### src/rtl/cal_fifo_pkg.sv
// Shared state type and encodings for the FIFO write-side skid buffer.
package cal_fifo_pkg;

    localparam logic [1:0] ST_IDLE  = 2'd0;
    localparam logic [1:0] ST_HOLD1 = 2'd1;
    localparam logic [1:0] ST_HOLD2 = 2'd2;

    typedef enum logic [1:0] {
        IDLE  = ST_IDLE,
        HOLD1 = ST_HOLD1,
        HOLD2 = ST_HOLD2
    } state_t;

endpackage

### src/rtl/cal_fifo_sat_cnt.sv
// Saturating up-counter for words written to the FIFO; sticks at all-ones.
module cal_fifo_sat_cnt #(
    parameter int CNT_WIDTH = 16
) (
    input  logic                 pos_rclk,
    input  logic                 aresetn_rclk,
    input  logic                 sresetn_rclk,
    input  logic                 inc,
    output logic [CNT_WIDTH-1:0] count
);

    localparam logic [CNT_WIDTH-1:0] ONE = {{(CNT_WIDTH-1){1'b0}}, 1'b1};

    always_ff @(posedge pos_rclk or negedge aresetn_rclk) begin
        if (!aresetn_rclk) begin
            count <= '0;
        end else if (!sresetn_rclk) begin
            count <= '0;
        end else if (inc && (count != '1)) begin
            count <= count + ONE;
        end
    end

endmodule

### src/rtl/cal_fifo_wr_skid.sv
// Two-entry skid buffer in front of a FIFO write port, with flush and write counter.
// Define CAL_FIFO_WR_CNT_EN to build the saturating wr_count; otherwise wr_count is 0.
module cal_fifo_wr_skid
    import cal_fifo_pkg::*;
#(
    parameter int WWIDTH    = 10,
    parameter int CNT_WIDTH = 16
) (
    input  logic                 pos_rclk,
    input  logic                 aresetn_rclk,
    input  logic                 sresetn_rclk,
    input  logic                 s_valid,
    output logic                 s_ready,
    input  logic [WWIDTH-1:0]    s_data,
    input  logic                 fifo_full,
    output logic                 fifo_wr_en,
    output logic [WWIDTH-1:0]    fifo_din,
    input  logic                 flush,
    output logic                 busy,
    output logic [CNT_WIDTH-1:0] wr_count
);

    state_t            state;
    logic [WWIDTH-1:0] out_q;
    logic [WWIDTH-1:0] skid_q;
    logic              transfer;

    // s_ready depends only on state, flush and the resets, never on s_valid or fifo_full.
    assign s_ready    = aresetn_rclk & sresetn_rclk & (state != HOLD2) & ~flush;
    assign fifo_wr_en = sresetn_rclk & (state != IDLE) & ~fifo_full & ~flush;
    assign busy       = sresetn_rclk & (state != IDLE);
    assign fifo_din   = sresetn_rclk ? out_q : '0;
    assign transfer   = s_valid & s_ready;

    // NOTE: state and data registers use non-blocking assignments so every branch
    // sees the pre-edge values; the skid word is cleared too so a flushed word never
    // reappears on fifo_din.
    always_ff @(posedge pos_rclk or negedge aresetn_rclk) begin
        if (!aresetn_rclk) begin
            state  <= IDLE;
            out_q  <= '0;
            skid_q <= '0;
        end else if (!sresetn_rclk || flush) begin
            state  <= IDLE;
            out_q  <= '0;
            skid_q <= '0;
        end else begin
            case (state)
                IDLE: begin
                    if (transfer) begin
                        state <= HOLD1;
                        out_q <= s_data;
                    end
                end
                HOLD1: begin
                    case ({transfer, fifo_wr_en})
                        2'b11:   out_q <= s_data;
                        2'b10: begin
                            state  <= HOLD2;
                            skid_q <= s_data;
                        end
                        2'b01:   state <= IDLE;
                        default: ;
                    endcase
                end
                HOLD2: begin
                    // The skid word moves forward as the output word drains.
                    if (fifo_wr_en) begin
                        state <= HOLD1;
                        out_q <= skid_q;
                    end
                end
                default: state <= IDLE;
            endcase
        end
    end

`ifdef CAL_FIFO_WR_CNT_EN
    logic [CNT_WIDTH-1:0] cnt;

    cal_fifo_sat_cnt #(
        .CNT_WIDTH(CNT_WIDTH)
    ) u_sat_cnt (
        .pos_rclk    (pos_rclk),
        .aresetn_rclk(aresetn_rclk),
        .sresetn_rclk(sresetn_rclk),
        .inc         (fifo_wr_en),
        .count       (cnt)
    );

    assign wr_count = sresetn_rclk ? cnt : '0;
`else
    assign wr_count = '0;
`endif

endmodule

### config.mk
export PLATFORM = sky130hd
export DESIGN_NAME = cal_fifo_wr_skid
export DESIGN_NICKNAME = d
export VERILOG_FILES = /design/src/rtl/cal_fifo_pkg.sv /design/src/rtl/cal_fifo_sat_cnt.sv /design/src/rtl/cal_fifo_wr_skid.sv
export SDC_FILE = /design/constraint.sdc
export NUM_CORES = 1
export LEC_CHECK = 0
export BUFFER_PORTS_ARGS = -buffer_cell sky130_fd_sc_hd__buf_2
export CAP_MARGIN = 10
export CORE_MARGIN = 10
export CORE_UTILIZATION = 30
export CTS_BUF_LIST = sky130_fd_sc_hd__clkbuf_4
export DETAILED_ROUTE_END_ITERATION = 6
export GPL_TIMING_DRIVEN = 0
export SETUP_SLACK_MARGIN = 0.3
export SLEW_MARGIN = 20
export SYNTH_ARGS = -nofsm -noshare
export SYNTH_HDL_FRONTEND = slang
export SYNTH_SLANG_ARGS = --single-unit
### constraint.sdc
create_clock -name pos_rclk -period 4.3 [get_ports pos_rclk]
set_clock_uncertainty 0.1 [all_clocks]
set_input_delay 0.86 -clock pos_rclk [delete_from_list [all_inputs] [get_ports pos_rclk]]
set_output_delay 0.86 -clock pos_rclk [all_outputs]
set_load 0.02 [all_outputs]
## Yosys cells after proc, flatten, opt, wreduce, memory -nomap -nowiden

Index checks and enable logic that the tools add are counted.

| word-level totals | value |
|---|---|
| bits in registers | 22 |
| input port bits | 16 |
| output and inout port bits | 29 |
| word-level logic and storage cells | 46 |

| operators by class | value |
|---|---|
| eq/ne operators | 10 |
| muxes and demuxes | 14 |
| bitwise logic cells | 9 |
| reductions and logical operators | 10 |

Operators by type and width:

| cell | number |
|---|---|
| $mux 10 | 8 |
| $pmux 10 s3 | 1 |
| $and 1x1->1 | 7 |
| $eq 2x2->1 const B | 3 |
| $mux 2 | 3 |
| $ne 3x3->1 const B | 2 |
| $pmux 2 s3 | 1 |
| $reduce_bool 2->1 | 3 |
| $eq 2x1->1 const B | 2 |
| $ne 4x3->1 const B | 1 |
| $pmux 2 s2 | 1 |
| $reduce_and 4->1 | 1 |
| $reduce_bool 4->1 | 1 |
| $ne 3x2->1 const B | 1 |
| $reduce_and 3->1 | 1 |
| $logic_not 2->1 | 1 |
| $ne 2x2->1 const B | 1 |
| $not 1->1 | 2 |
| $reduce_and 2->1 | 1 |
| $logic_not 1->1 | 1 |
| $logic_or 1x1->1 | 1 |

## Longest topological paths before layout

| depth | value |
|---|---|
| word-level depth | 8 |
| depth in mapped cells | 8 |
| depth with buffers taken out | 6 |

## Worst setup path after synthesis

Ideal clock, no wire load.

| timing | value |
|---|---|
| path type | input-to-output |
| from | in flush |
| to | out s_ready |
| data arrival time | 1690 ps |
| data required time | 3340 ps |
| setup slack | 1650 ps |
| stages | 3 |
| path buffers | 1 |
| cells stage by stage | nand2b_1 clkbuf_1 nor3b_1 |

| between the ends | value |
|---|---|
| cells in the longest elaborated chain, start to end | 2 |

RTL lines:

| item | line | RTL |
|---|---|---|
| start, declared | cal_fifo_wr_skid.sv:18 | `input logic flush,` |
| $not 1->1 | cal_fifo_wr_skid.sv:29 | `assign s_ready = aresetn_rclk & sresetn_rclk & (state != HOLD2) & ~flush;` |
| $and 1x1->1 | cal_fifo_wr_skid.sv:29 |  |
| end, declared | cal_fifo_wr_skid.sv:13 | `output logic s_ready,` |

No other way between the ends.

## Final worst setup path

| timing | value |
|---|---|
| from | in aresetn_rclk |
| to | out s_ready |

| between the ends | value |
|---|---|
| cells in the longest elaborated chain, start to end | 3 |

RTL lines:

| item | line | RTL |
|---|---|---|
| start, declared | cal_fifo_wr_skid.sv:10 | `input logic aresetn_rclk,` |
| $and 1x1->1 (3 in series) | cal_fifo_wr_skid.sv:29 |  |

No other way between the ends.

==> out/results.tsv <==
stage	metric	value	unit
status	status	complete, no violations	
critical_path	CP Capture Type	output pin	
sta	TNS Setup	0	ps
synth	top cells by area, synth	dfrtp_1 39%, mux2i_1 15%, a211oi_2 9.8%, buf_4 9.6%, nor2_1 6.4%	
clocking	Hold-fix buffers, CTS	0	
global_route	largest net degree at the start of global routing	26	
global_route	number of global-route vias before repair	1055	
global_route	grt met2 use	13.5	%
clocking	post-CTS setup buffers	0	
sta	Slew Limit Fails	0	
critical_path	crit path kind	primary input to output pin	
die	die area	7820	um2
worst_hold_path	Hold WC Path Type	primary input to async pin	
synth	post-synthesis cell type count	25	
synth	Yosys top cell area share	39.2	%
critical_path	most used cell along the critical path	buf_2	
die	core area	4440	um2
global_route	grt total ovfl	0	
synth	multiplexer share of the synthesized area	15.0	%
placed_design	DP HPWL	2380	um
clocking	Clock Tree Buf Depth	2	
routing	Via-to-Cell Ratio	4.31	
run	max_cap viols	0	
placed_design	I/O Buffers	28	
finish	layout cells sized above 1	35.5	%
synth	Yosys reg bits	22	
pwr	pwr dens	241	nW/um2
finish	diodes inserted	0	
synth	top cells by count, synth	24 x nor2_1, 22 x dfrtp_1, 21 x mux2i_1	
die	die height	88.4	um
synth	Yosys warnings	0	
sta	fin crit share	62.9	%
synth	most numerous cell in the Yosys netlist	nor2_1	
routing	drt pass-1 iters	4	
pwr	Max VDD drop	82.8	uV
routing	Routed Antenna Nets	0	
placed_design	DP Cell Count	232	
critical_path	crit-path max FO	25	
critical_path	Slowest-stage cell, CP	buf_2	
routing	drt initial violations	60	
sta	Fmax	370	MHz
clocking	H-tree Lvls	1	
critical_path	startpoint types	primary input	
global_route	met1 usage	10.1	%
clocking	worst skew pair latency	300	ps
synth	Synth Area in Compound Gates	12.7	%
global_route	M3 GR Usage	1.65	%
synth	xor and xnor area share after synthesis	0.624	%
global_route	GRT Total Usage	8.08	%
finish	post-route insts no fill	235	
sta	pin slew with the least headroom to its limit	644	ps
routing	Post-route DRC	0	
critical_path	crit path cell chain	buf_2 > nor3b_1 > buf_2	
synth	Mapped Area	1400	um2
clocking	CTS resizes	0	
sta	Final min period	2710	ps
sta	Hold WS	431	ps
critical_path	worst r2r path cells	8	
die	row count	24	
finish	Net count, final	205	
die	DIE WIDTH	88.4	um
clocking	clock root cell	clkbuf_4	
sta	final setup fails	0	
clocking	clock sinks	22	
die	Initial Util	31.6	%
global_route	initial antenna violation count	0	
critical_path	Data required, critical path	3340	ps
synth	Synth area leader	dfrtp_1	
critical_path	Critical Path AT	1750	ps
sta	final hold vios	0	
synth	Post-synth EDFFs	0	
clocking	Num CTS Buffers	3	
synth	Main synth FF type	dfrtp_1	
synth	Post-Syn Instances	137	
routing	WL final	3060	um
synth	Synth Area in Simple Gates	15.8	%
global_route	global-route wire length before repair	5130	um
synth	sequential share of the synthesized area	39.2	%
routing	post-DR wirelength/cell	13.0	um
finish	P&R area growth vs syn	20.2	%
synth	Syn Area/Cell	10.2	um2
global_route	most crowded layer after global routing	met2	
routing	Via Count	1013	
critical_path	CP peak stage delay	450	ps
clocking	clk slew on worst S/H paths	120	ps
pwr	Leak	0.000814	uW
clocking	CTS tree	done	
sta	unrepaired setup endpoints after global routing	no	
die	IO Count	45	
sta	Rel. slew slack	57.0	%
synth	asr flop ratio synth	100	%
placed_design	placer congestion estimate	0.793	
synth	largest family of logic cells by synthesized area	simple AND/OR/NAND/NOR gates	
synth	Adder-Cell Fraction of Synth Area	3.57	%
[cell usage in the layout, fill, tap and decap left out]
| cell type | instances |
|---|---|
| a211oi_1 | 2 |
| clkbuf_1 | 3 |
| nor2_1 | 24 |
| inv_1 | 4 |
| nor2b_1 | 1 |
| nor3_2 | 1 |
| nand2b_1 | 1 |
| buf_4 | 18 |
| or2_1 | 1 |
| nand3b_4 | 1 |
| nand2_1 | 2 |
| mux2i_1 | 21 |
| buf_1 | 1 |
| xnor2_1 | 1 |
| a211oi_2 | 11 |
| o221ai_1 | 1 |
| buf_2 | 31 |
| clkbuf_4 | 3 |
| a22o_1 | 1 |
| conb_1 | 16 |
| and2_1 | 10 |
| ha_1 | 4 |
| nor3_1 | 1 |
| nor3b_1 | 1 |
| o22a_1 | 1 |
| dfrtp_1 | 22 |
[report_power, final]
| part | internal [uW] | total [uW] | switching, uW |
|---|---|---|---|
| Sequential | 212 | 215 | 2.72 |
| Clock | 32.6 | 92.9 | 60.2 |
| Combinational | 37.3 | 99.0 | 61.8 |
| Total | 282 | 407 | 125 |
[final timing paths]
kind / end / startpoint / slack [ps]
min reg2reg: skid_q[3] / skid_q[3] / 430
max reg2reg: skid_q[6] / state[0] / 2330
max in group asynchronous: state[0] / aresetn_rclk / 3290
max: s_ready / aresetn_rclk / 1590
min: out_q[1] / aresetn_rclk / 430
min in group pos_rclk: skid_q[3] / skid_q[3] / 430
[worst max-delay path, delay by kind of cell]
family | cells | cell delay (ps)
buffers and inverters | 2 | 640
and+or+nand+nor | 1 | 230
[logic make-up after synthesis]
logic type               after synthesis
multiplexers                          21
other                                  1
buffers and inverters                 29
AND/OR/NAND/NOR                       43
adder cells (fa/ha/maj)                4
flip-flops                            22
XOR/XNOR                               1
AO/OA/AOI/OAI                         16
[metal layers]
metal	share of wire, %	vias to the layer above
met5	0	-
met1	42	467
met4	1.4	0
met3	5.9	4
li1	-	522
met2	51	20
[registers in the layout, indices dropped and copies added (netlist names)]
register and count:
out_q 10, skid_q 10, state 2
[final cells by class]
cell class / count / area, um2
fill: 468 / 2760
multi-input combinational: 101 / 729
sequential: 22 / 551
buffer: 25 / 165
timing repair buffer: 28 / 140
tap: 52 / 65.1
clock buffer: 3 / 22.5
inverter: 4 / 15.0
[stage by stage]
step,area (um2),worst slack [ps],power (uW),utilization [%]
floorplan,1460,1650,291,-
global placement,1670,1550,318,37.5
detailed placement,1670,1540,318,37.5
CTS,1690,1540,411,38.0
global route,1690,1470,429,38.0
finish,1690,1590,407,38.0
(Power assumes the default switching activity.)
